==> config.mk <==
export PLATFORM = sky130hd
export DESIGN_NAME = m_rect_fill
export DESIGN_NICKNAME = d
export VERILOG_FILES = /design/src/rtl/m_rect_fill_pkg.sv /design/src/rtl/m_rect_clip.sv /design/src/rtl/m_rect_fill.sv
export SDC_FILE = /design/constraint.sdc
export NUM_CORES = 1
export LEC_CHECK = 0
export CAP_MARGIN = 20
export CELL_PAD_IN_SITES_DETAIL_PLACEMENT = 0
export CELL_PAD_IN_SITES_GLOBAL_PLACEMENT = 1
export CORE_MARGIN = 10
export CORE_UTILIZATION = 35
export CTS_BUF_LIST = sky130_fd_sc_hd__clkbuf_4 sky130_fd_sc_hd__clkbuf_8 sky130_fd_sc_hd__clkbuf_16
export DETAILED_ROUTE_END_ITERATION = 10
export HOLD_SLACK_MARGIN = 0.06
export PLACE_DENSITY = 0.75
export SETUP_SLACK_MARGIN = 0.1
export SYNTH_ARGS = -nofsm -noshare
export SYNTH_HDL_FRONTEND = slang
export SYNTH_SLANG_ARGS = --single-unit
==> constraint.sdc <==
create_clock -name w_clk -period 15.3 [get_ports w_clk]
set_input_delay 1.53 -clock w_clk [delete_from_list [all_inputs] [get_ports w_clk]]
set_output_delay 1.53 -clock w_clk [all_outputs]
set_load 0.02 [all_outputs]
==> src/rtl/m_rect_fill_pkg.sv <==
// Shared definitions for the rectangle fill engine: screen defaults, FSM
// encodings, pixel format width and the border-membership helper.
package m_rect_fill_pkg;

   localparam int SCREEN_W_DEF = 240;
   localparam int SCREEN_H_DEF = 240;
   localparam int RGB565_W     = 16;
   localparam int COORD_W      = 8;

   typedef enum logic [1:0] {
      ST_IDLE = 2'd0,
      ST_CLIP = 2'd1,
      ST_DRAW = 2'd2,
      ST_DONE = 2'd3
   } state_t;

   typedef struct packed {
      logic [COORD_W-1:0]  x0;
      logic [COORD_W-1:0]  y0;
      logic [COORD_W-1:0]  w;
      logic [COORD_W-1:0]  h;
      logic [RGB565_W-1:0] color;
      logic                outline;
   } cmd_t;

   // True when (x,y) lies on the clipped rectangle's 1-pixel border.
   function automatic logic on_border(
      input logic [COORD_W-1:0] x,
      input logic [COORD_W-1:0] y,
      input logic [COORD_W-1:0] x0,
      input logic [COORD_W-1:0] y0,
      input logic [COORD_W-1:0] xe,
      input logic [COORD_W-1:0] ye
   );
      return (x == x0) || (x == xe) || (y == y0) || (y == ye);
   endfunction

endpackage

==> src/rtl/m_rect_clip.sv <==
// Combinational clip/reject stage: clamps the rectangle's far corner to the
// screen and flags commands that would draw nothing.
module m_rect_clip
   import m_rect_fill_pkg::*;
#(
   parameter int SCREEN_W = SCREEN_W_DEF,
   parameter int SCREEN_H = SCREEN_H_DEF
) (
   input  logic [COORD_W-1:0] x0,
   input  logic [COORD_W-1:0] y0,
   input  logic [COORD_W-1:0] w,
   input  logic [COORD_W-1:0] h,
   output logic [COORD_W-1:0] xe,
   output logic [COORD_W-1:0] ye,
   output logic               reject
);

   localparam logic [8:0] XLIM_C = 9'(SCREEN_W - 1);
   localparam logic [8:0] YLIM_C = 9'(SCREEN_H - 1);
   localparam logic [8:0] XMAX_C = 9'(SCREEN_W);
   localparam logic [8:0] YMAX_C = 9'(SCREEN_H);

   logic [8:0] xend_s;
   logic [8:0] yend_s;

   // 9-bit sums so a far corner up to 509 never wraps before clamping.
   always_comb begin
      xend_s = {1'b0, x0} + {1'b0, w} - 9'd1;
      yend_s = {1'b0, y0} + {1'b0, h} - 9'd1;
      if (xend_s > XLIM_C) begin
         xe = XLIM_C[7:0];
      end else begin
         xe = xend_s[7:0];
      end
      if (yend_s > YLIM_C) begin
         ye = YLIM_C[7:0];
      end else begin
         ye = yend_s[7:0];
      end
      reject = (w == 8'd0) || (h == 8'd0) ||
               ({1'b0, x0} >= XMAX_C) || ({1'b0, y0} >= YMAX_C);
   end

endmodule

==> src/rtl/m_rect_fill.sv <==
// Rectangle fill/outline engine: accepts one command at a time and streams
// registered pixel writes in raster order straight into the vmem write port.
module m_rect_fill
   import m_rect_fill_pkg::*;
#(
   parameter int SCREEN_W = SCREEN_W_DEF,
   parameter int SCREEN_H = SCREEN_H_DEF
) (
   input  logic                w_clk,
   input  logic                w_rst_n,
   input  logic                w_cmd_valid,
   output logic                w_cmd_ready,
   input  logic [COORD_W-1:0]  w_cmd_x0,
   input  logic [COORD_W-1:0]  w_cmd_y0,
   input  logic [COORD_W-1:0]  w_cmd_w,
   input  logic [COORD_W-1:0]  w_cmd_h,
   input  logic [RGB565_W-1:0] w_cmd_color,
   input  logic                w_cmd_outline,
   output logic [15:0]         w_st_wadr,
   output logic                w_st_we,
   output logic [RGB565_W-1:0] w_st_wdata,
   output logic                w_busy,
   output logic                w_done
);

   state_t               state_r;
   state_t               next_state_s;
   cmd_t                 cmd_r;
   logic [COORD_W-1:0]   x_r;
   logic [COORD_W-1:0]   y_r;
   logic [COORD_W-1:0]   x_nxt_s;
   logic [COORD_W-1:0]   y_nxt_s;
   logic [COORD_W-1:0]   xe_s;
   logic [COORD_W-1:0]   ye_s;
   logic                 reject_s;
   logic                 accept_s;

   logic                 ready_r;
   logic                 busy_r;
   logic                 we_r;
   logic                 done_r;
   logic [15:0]          wadr_r;
   logic [RGB565_W-1:0]  wdata_r;

   logic                 we_nxt_s;
   logic                 done_nxt_s;
   logic [15:0]          wadr_nxt_s;
   logic [RGB565_W-1:0]  wdata_nxt_s;

   // Ready is a register, so the handshake never loops back through inputs.
   assign accept_s = w_cmd_valid & ready_r;

   m_rect_clip #(
      .SCREEN_W (SCREEN_W),
      .SCREEN_H (SCREEN_H)
   ) u_clip (
      .x0     (cmd_r.x0),
      .y0     (cmd_r.y0),
      .w      (cmd_r.w),
      .h      (cmd_r.h),
      .xe     (xe_s),
      .ye     (ye_s),
      .reject (reject_s)
   );

   // Command latch: only written on an accepted handshake, so traffic while busy is ignored.
   always_ff @(posedge w_clk or negedge w_rst_n) begin
      if (!w_rst_n) begin
         cmd_r <= '0;
      end else if (accept_s) begin
         cmd_r <= '{x0: w_cmd_x0, y0: w_cmd_y0, w: w_cmd_w, h: w_cmd_h,
                    color: w_cmd_color, outline: w_cmd_outline};
      end else begin
         cmd_r <= cmd_r;
      end
   end

   // Next-state, raster walk and the write about to be presented next cycle.
   always_comb begin
      next_state_s = state_r;
      x_nxt_s      = x_r;
      y_nxt_s      = y_r;
      done_nxt_s   = 1'b0;
      we_nxt_s     = 1'b0;
      wadr_nxt_s   = 16'd0;
      wdata_nxt_s  = 16'd0;

      case (state_r)
         ST_IDLE: begin
            if (accept_s) begin
               next_state_s = ST_CLIP;
            end else begin
               next_state_s = ST_IDLE;
            end
         end
         ST_CLIP: begin
            if (reject_s) begin
               next_state_s = ST_DONE;
               done_nxt_s   = 1'b1;
            end else begin
               next_state_s = ST_DRAW;
               x_nxt_s      = cmd_r.x0;
               y_nxt_s      = cmd_r.y0;
            end
         end
         ST_DRAW: begin
            if ((x_r == xe_s) && (y_r == ye_s)) begin
               next_state_s = ST_DONE;
               done_nxt_s   = 1'b1;
            end else if (x_r == xe_s) begin
               x_nxt_s = cmd_r.x0;
               y_nxt_s = y_r + 8'd1;
            end else begin
               x_nxt_s = x_r + 8'd1;
            end
         end
         ST_DONE: begin
            next_state_s = ST_IDLE;
         end
         default: begin
            next_state_s = ST_IDLE;
         end
      endcase

      // Outputs lead the walk by one register so the pixel is visible in its own DRAW cycle.
      if (next_state_s == ST_DRAW) begin
         wadr_nxt_s  = {y_nxt_s, x_nxt_s};
         wdata_nxt_s = cmd_r.color;
         we_nxt_s    = !cmd_r.outline ||
                       on_border(x_nxt_s, y_nxt_s, cmd_r.x0, cmd_r.y0, xe_s, ye_s);
      end else begin
         wadr_nxt_s  = 16'd0;
         wdata_nxt_s = 16'd0;
         we_nxt_s    = 1'b0;
      end
   end

   // State and raster position registers.
   always_ff @(posedge w_clk or negedge w_rst_n) begin
      if (!w_rst_n) begin
         state_r <= ST_IDLE;
         x_r     <= 8'd0;
         y_r     <= 8'd0;
      end else begin
         state_r <= next_state_s;
         x_r     <= x_nxt_s;
         y_r     <= y_nxt_s;
      end
   end

   // Registered outputs; reset clears them at once so a draw is cut off immediately.
   always_ff @(posedge w_clk or negedge w_rst_n) begin
      if (!w_rst_n) begin
         ready_r <= 1'b0;
         busy_r  <= 1'b0;
         we_r    <= 1'b0;
         done_r  <= 1'b0;
         wadr_r  <= 16'd0;
         wdata_r <= 16'd0;
      end else begin
         ready_r <= (next_state_s == ST_IDLE);
         busy_r  <= (next_state_s != ST_IDLE);
         we_r    <= we_nxt_s;
         done_r  <= done_nxt_s;
         wadr_r  <= wadr_nxt_s;
         wdata_r <= wdata_nxt_s;
      end
   end

   assign w_cmd_ready = ready_r;
   assign w_busy      = busy_r;
   assign w_st_we     = we_r;
   assign w_done      = done_r;
   assign w_st_wadr   = wadr_r;
   assign w_st_wdata  = wdata_r;

endmodule

==> impl_metrics.env <==
export IMPL_async_reset_ff_share_pct=100.0
export IMPL_cts_buffers=9
export IMPL_r2r_cells=19
export IMPL_cap_violations=0
export IMPL_status="finished clean"
export IMPL_worst_pin_slew_ns=1.050
export IMPL_worstSetupPathType="register to register"
export IMPL_core_area_um2=22570
export IMPL_ys_seq_elements=103
export IMPL_postRouteAntennaNets=0
export IMPL_synth_top_area_cell="dfrtp_1"
export IMPL_finalHoldViolations=0
export IMPL_setup_violations=0
export IMPL_cts_resized_gates=0
export IMPL_die_area_um2=29300
export IMPL_die_y_um=171.2
export IMPL_rr_endpoint="w_st_we"
export IMPL_cp_arrival_ns=6.55
export IMPL_rsz0062_at_grt="false"
export IMPL_period_needed_ns=6.244
export IMPL_hpwlAfterDp_um=18930
export IMPL_cts_tree="done"
export IMPL_ios=88
export IMPL_grt_util_all_layers_pct=17.78
export IMPL_first_pass_iters=5
export IMPL_slew_violations=0
export IMPL_clkLatencyLatePin_ns=0.37
export IMPL_n_antenna_cell=0
export IMPL_drive_gt1_share_pct=12.68
export IMPL_synth_ff_type="dfrtp_1"
export IMPL_synthDistinctLibCells=98
export IMPL_synth_edf_count=0
export IMPL_ff2ff_setup_slack_ns=9.06
export IMPL_grt_pass1_wl_um=40680
export IMPL_yosysTopAreaCellShare_pct=32.23
export IMPL_hp_class="register to register"
export IMPL_final_net_count=1046
export IMPL_grt_max_degree=65
export IMPL_rows=55
export IMPL_post_route_period_util_pct=40.81
export IMPL_io_buffers=87
export IMPL_cts_clk_slew_worst_paths_ns=0.09
export IMPL_cp_start_kind="register"
export IMPL_end_kind="register"
export IMPL_root_buffer="clkbuf_16"
export IMPL_synth_seq_area_share_pct=32.23
export IMPL_wirelength_um=25690
export IMPL_fp_dieW_um=171.2
export IMPL_gp_congestion=0.9600
export IMPL_wl_per_cell_um=20.60
export IMPL_setup_slack_ns=9.056
export IMPL_overflow=0
export IMPL_post_route_drc_count=0
export IMPL_dp_cells=1231
export IMPL_netlist_area_um2=7998
export IMPL_yosys_top_cells_area="dfrtp_1, mux2_2, ha_1"
export IMPL_start_util_pct=35.43
export IMPL_clk_path_buf_depth=2
export IMPL_r2r_start="cmd_r[42]"
export IMPL_yosys_warnings=0
export IMPL_final_cells=1247
export IMPL_hold_depth=1
export IMPL_min_to="w_st_wdata[2]"
export IMPL_antenna_found_initial=0
export IMPL_htreeDepth=3
export IMPL_via_per_inst=5.785
export IMPL_slew_limit_headroom_pct=29.82
export IMPL_hp_start="cmd_r[3]"
export IMPL_cp_max_fo=20
export IMPL_area_growth_pct=17.22
export IMPL_syn_nets=999
export IMPL_via_count=7214
export IMPL_final_util_pct=41.54
export IMPL_synth_area_per_cell_um2=8.789
export IMPL_finalSetupTns_ns=0
export IMPL_postCtsSetupBuffers=0
export IMPL_grt_pass1_vias=7144
export IMPL_cts_sinks=103
export IMPL_cp_required_ns=15.60
export IMPL_syn_instance_count=910
export IMPL_clock_fmax_ghz=0.1602
export IMPL_cts_hold_buf=0
export IMPL_drt_initial_drc_count=642
export IMPL_finClkSkew_ns=0.01108
export IMPL_pre_cts_ws_ns=9.128
==> cell type report <==
class	count	area [um2]
clock buffers	9	225.2
clock inverters	7	128.9
fillers	2251	13200
inverters	88	330.3
multi-input cells	659	4821
flip-flops and latches	103	2577
well taps	285	356.6
repair buffers	96	935.9
==> stage by stage <==
stage	hold WS, ns	cell area (um2)
CTS	0.4814	9375
floorplan	0.4474	7998
detailed placement	0.4640	9021
global route	0.4962	9375
finish	0.4772	9375
global placement	0.4504	9021
==> synth_stat cells, types with 14 or more instances <==
library cell    n
a21oi_1        43
nor3_1         19
nand3_1        27
inv_1          86
dfrtp_1       103
mux2_2         55
and2_1         26
nand2_1        68
o21ai_0        39
ha_1           35
xnor2_1        27
nor2_1         61
clkbuf_1       40
nor4_1         14
==> logic make-up (layout without fill, tap and decap cells) <==
family / after synthesis / count (layout) / share of synthesized area, %
adders and majority gates: 37 / 37 / 5.976
and+or+nand+nor: 292 / 292 / 19.34
AOI/OAI and AO/OA: 226 / 226 / 21.28
DFF: 103 / 103 / 32.23
xor gates and xnor gates: 35 / 35 / 4.021
buffers and inverters: 148 / 200 / 7.619
muxes: 69 / 69 / 9.543
==> sequential cells by signal, summed over array words and instances (netlist names), 2 cells and up <==
| signal | cells |
|---|---|
| cmd_r | 49 |
| y_r | 8 |
| w_st_wdata | 16 |
| w_st_wadr | 16 |
| x_r | 8 |
| state_r | 2 |
==> critical path, stage by stage, from the launching register on <==
cell and delay (ns):
dfrtp_1 0.44, inv_1 0.11, ha_1 0.28, inv_1 0.04
ha_1 0.23, fa_1 0.43, a211oi_2 0.33, o22ai_1 0.16
nor4_2 0.20, or3b_1 0.52, a31o_1 0.26, a222oi_1 0.44
nand3_1 0.83, mux2_2 0.57, a221o_1 0.30, a21oi_2 0.22
o32a_1 0.18, o2111ai_1 0.10, o32ai_1 0.38, a31o_1 0.15
==> per-layer routing <==
layer | up-vias | share of wire [%] | GRT usage (%)
li1 | 3385 | - | -
met4 | 0 | 4.1 | 8.696
met3 | 60 | 5.6 | 3.134
met5 | - | 0 | 0
met2 | 247 | 49 | 29.61
met1 | 3522 | 42 | 21.70
==> cell usage in the layout (no fill, tap or decap), types with 14 or more instances in the layout <==
master,instances
nor3_1,19
nor4_1,14
o21ai_0,39
inv_1,86
xnor2_1,27
a21oi_1,43
mux2_2,55
ha_1,35
dfrtp_1,103
nor2_1,61
and2_1,26
nand3_1,27
nand2_1,67
clkdlybuf4s50_1,86
==> how the worst max path moves through the flow <==
| stage | from | endpoint | slack, ns | depth (start not counted) |
|---|---|---|---|---|
| final | cmd_r[42] | w_st_we | 9.06 | 19 |
| after CTS | cmd_r[42] | w_st_we | 9.06 | 19 |
| after global placement | cmd_r[42] | w_st_we | 9.28 | 19 |
| after detailed placement | cmd_r[42] | w_st_we | 9.13 | 19 |
| after global routing | cmd_r[42] | w_st_we | 8.44 | 19 |
| after floorplan | cmd_r[42] | w_st_we | 10.47 | 23 |
Power is left out: the tool's default activity adds up to more than one toggle a clock period on the data nets, which glitch-free logic cannot reach.
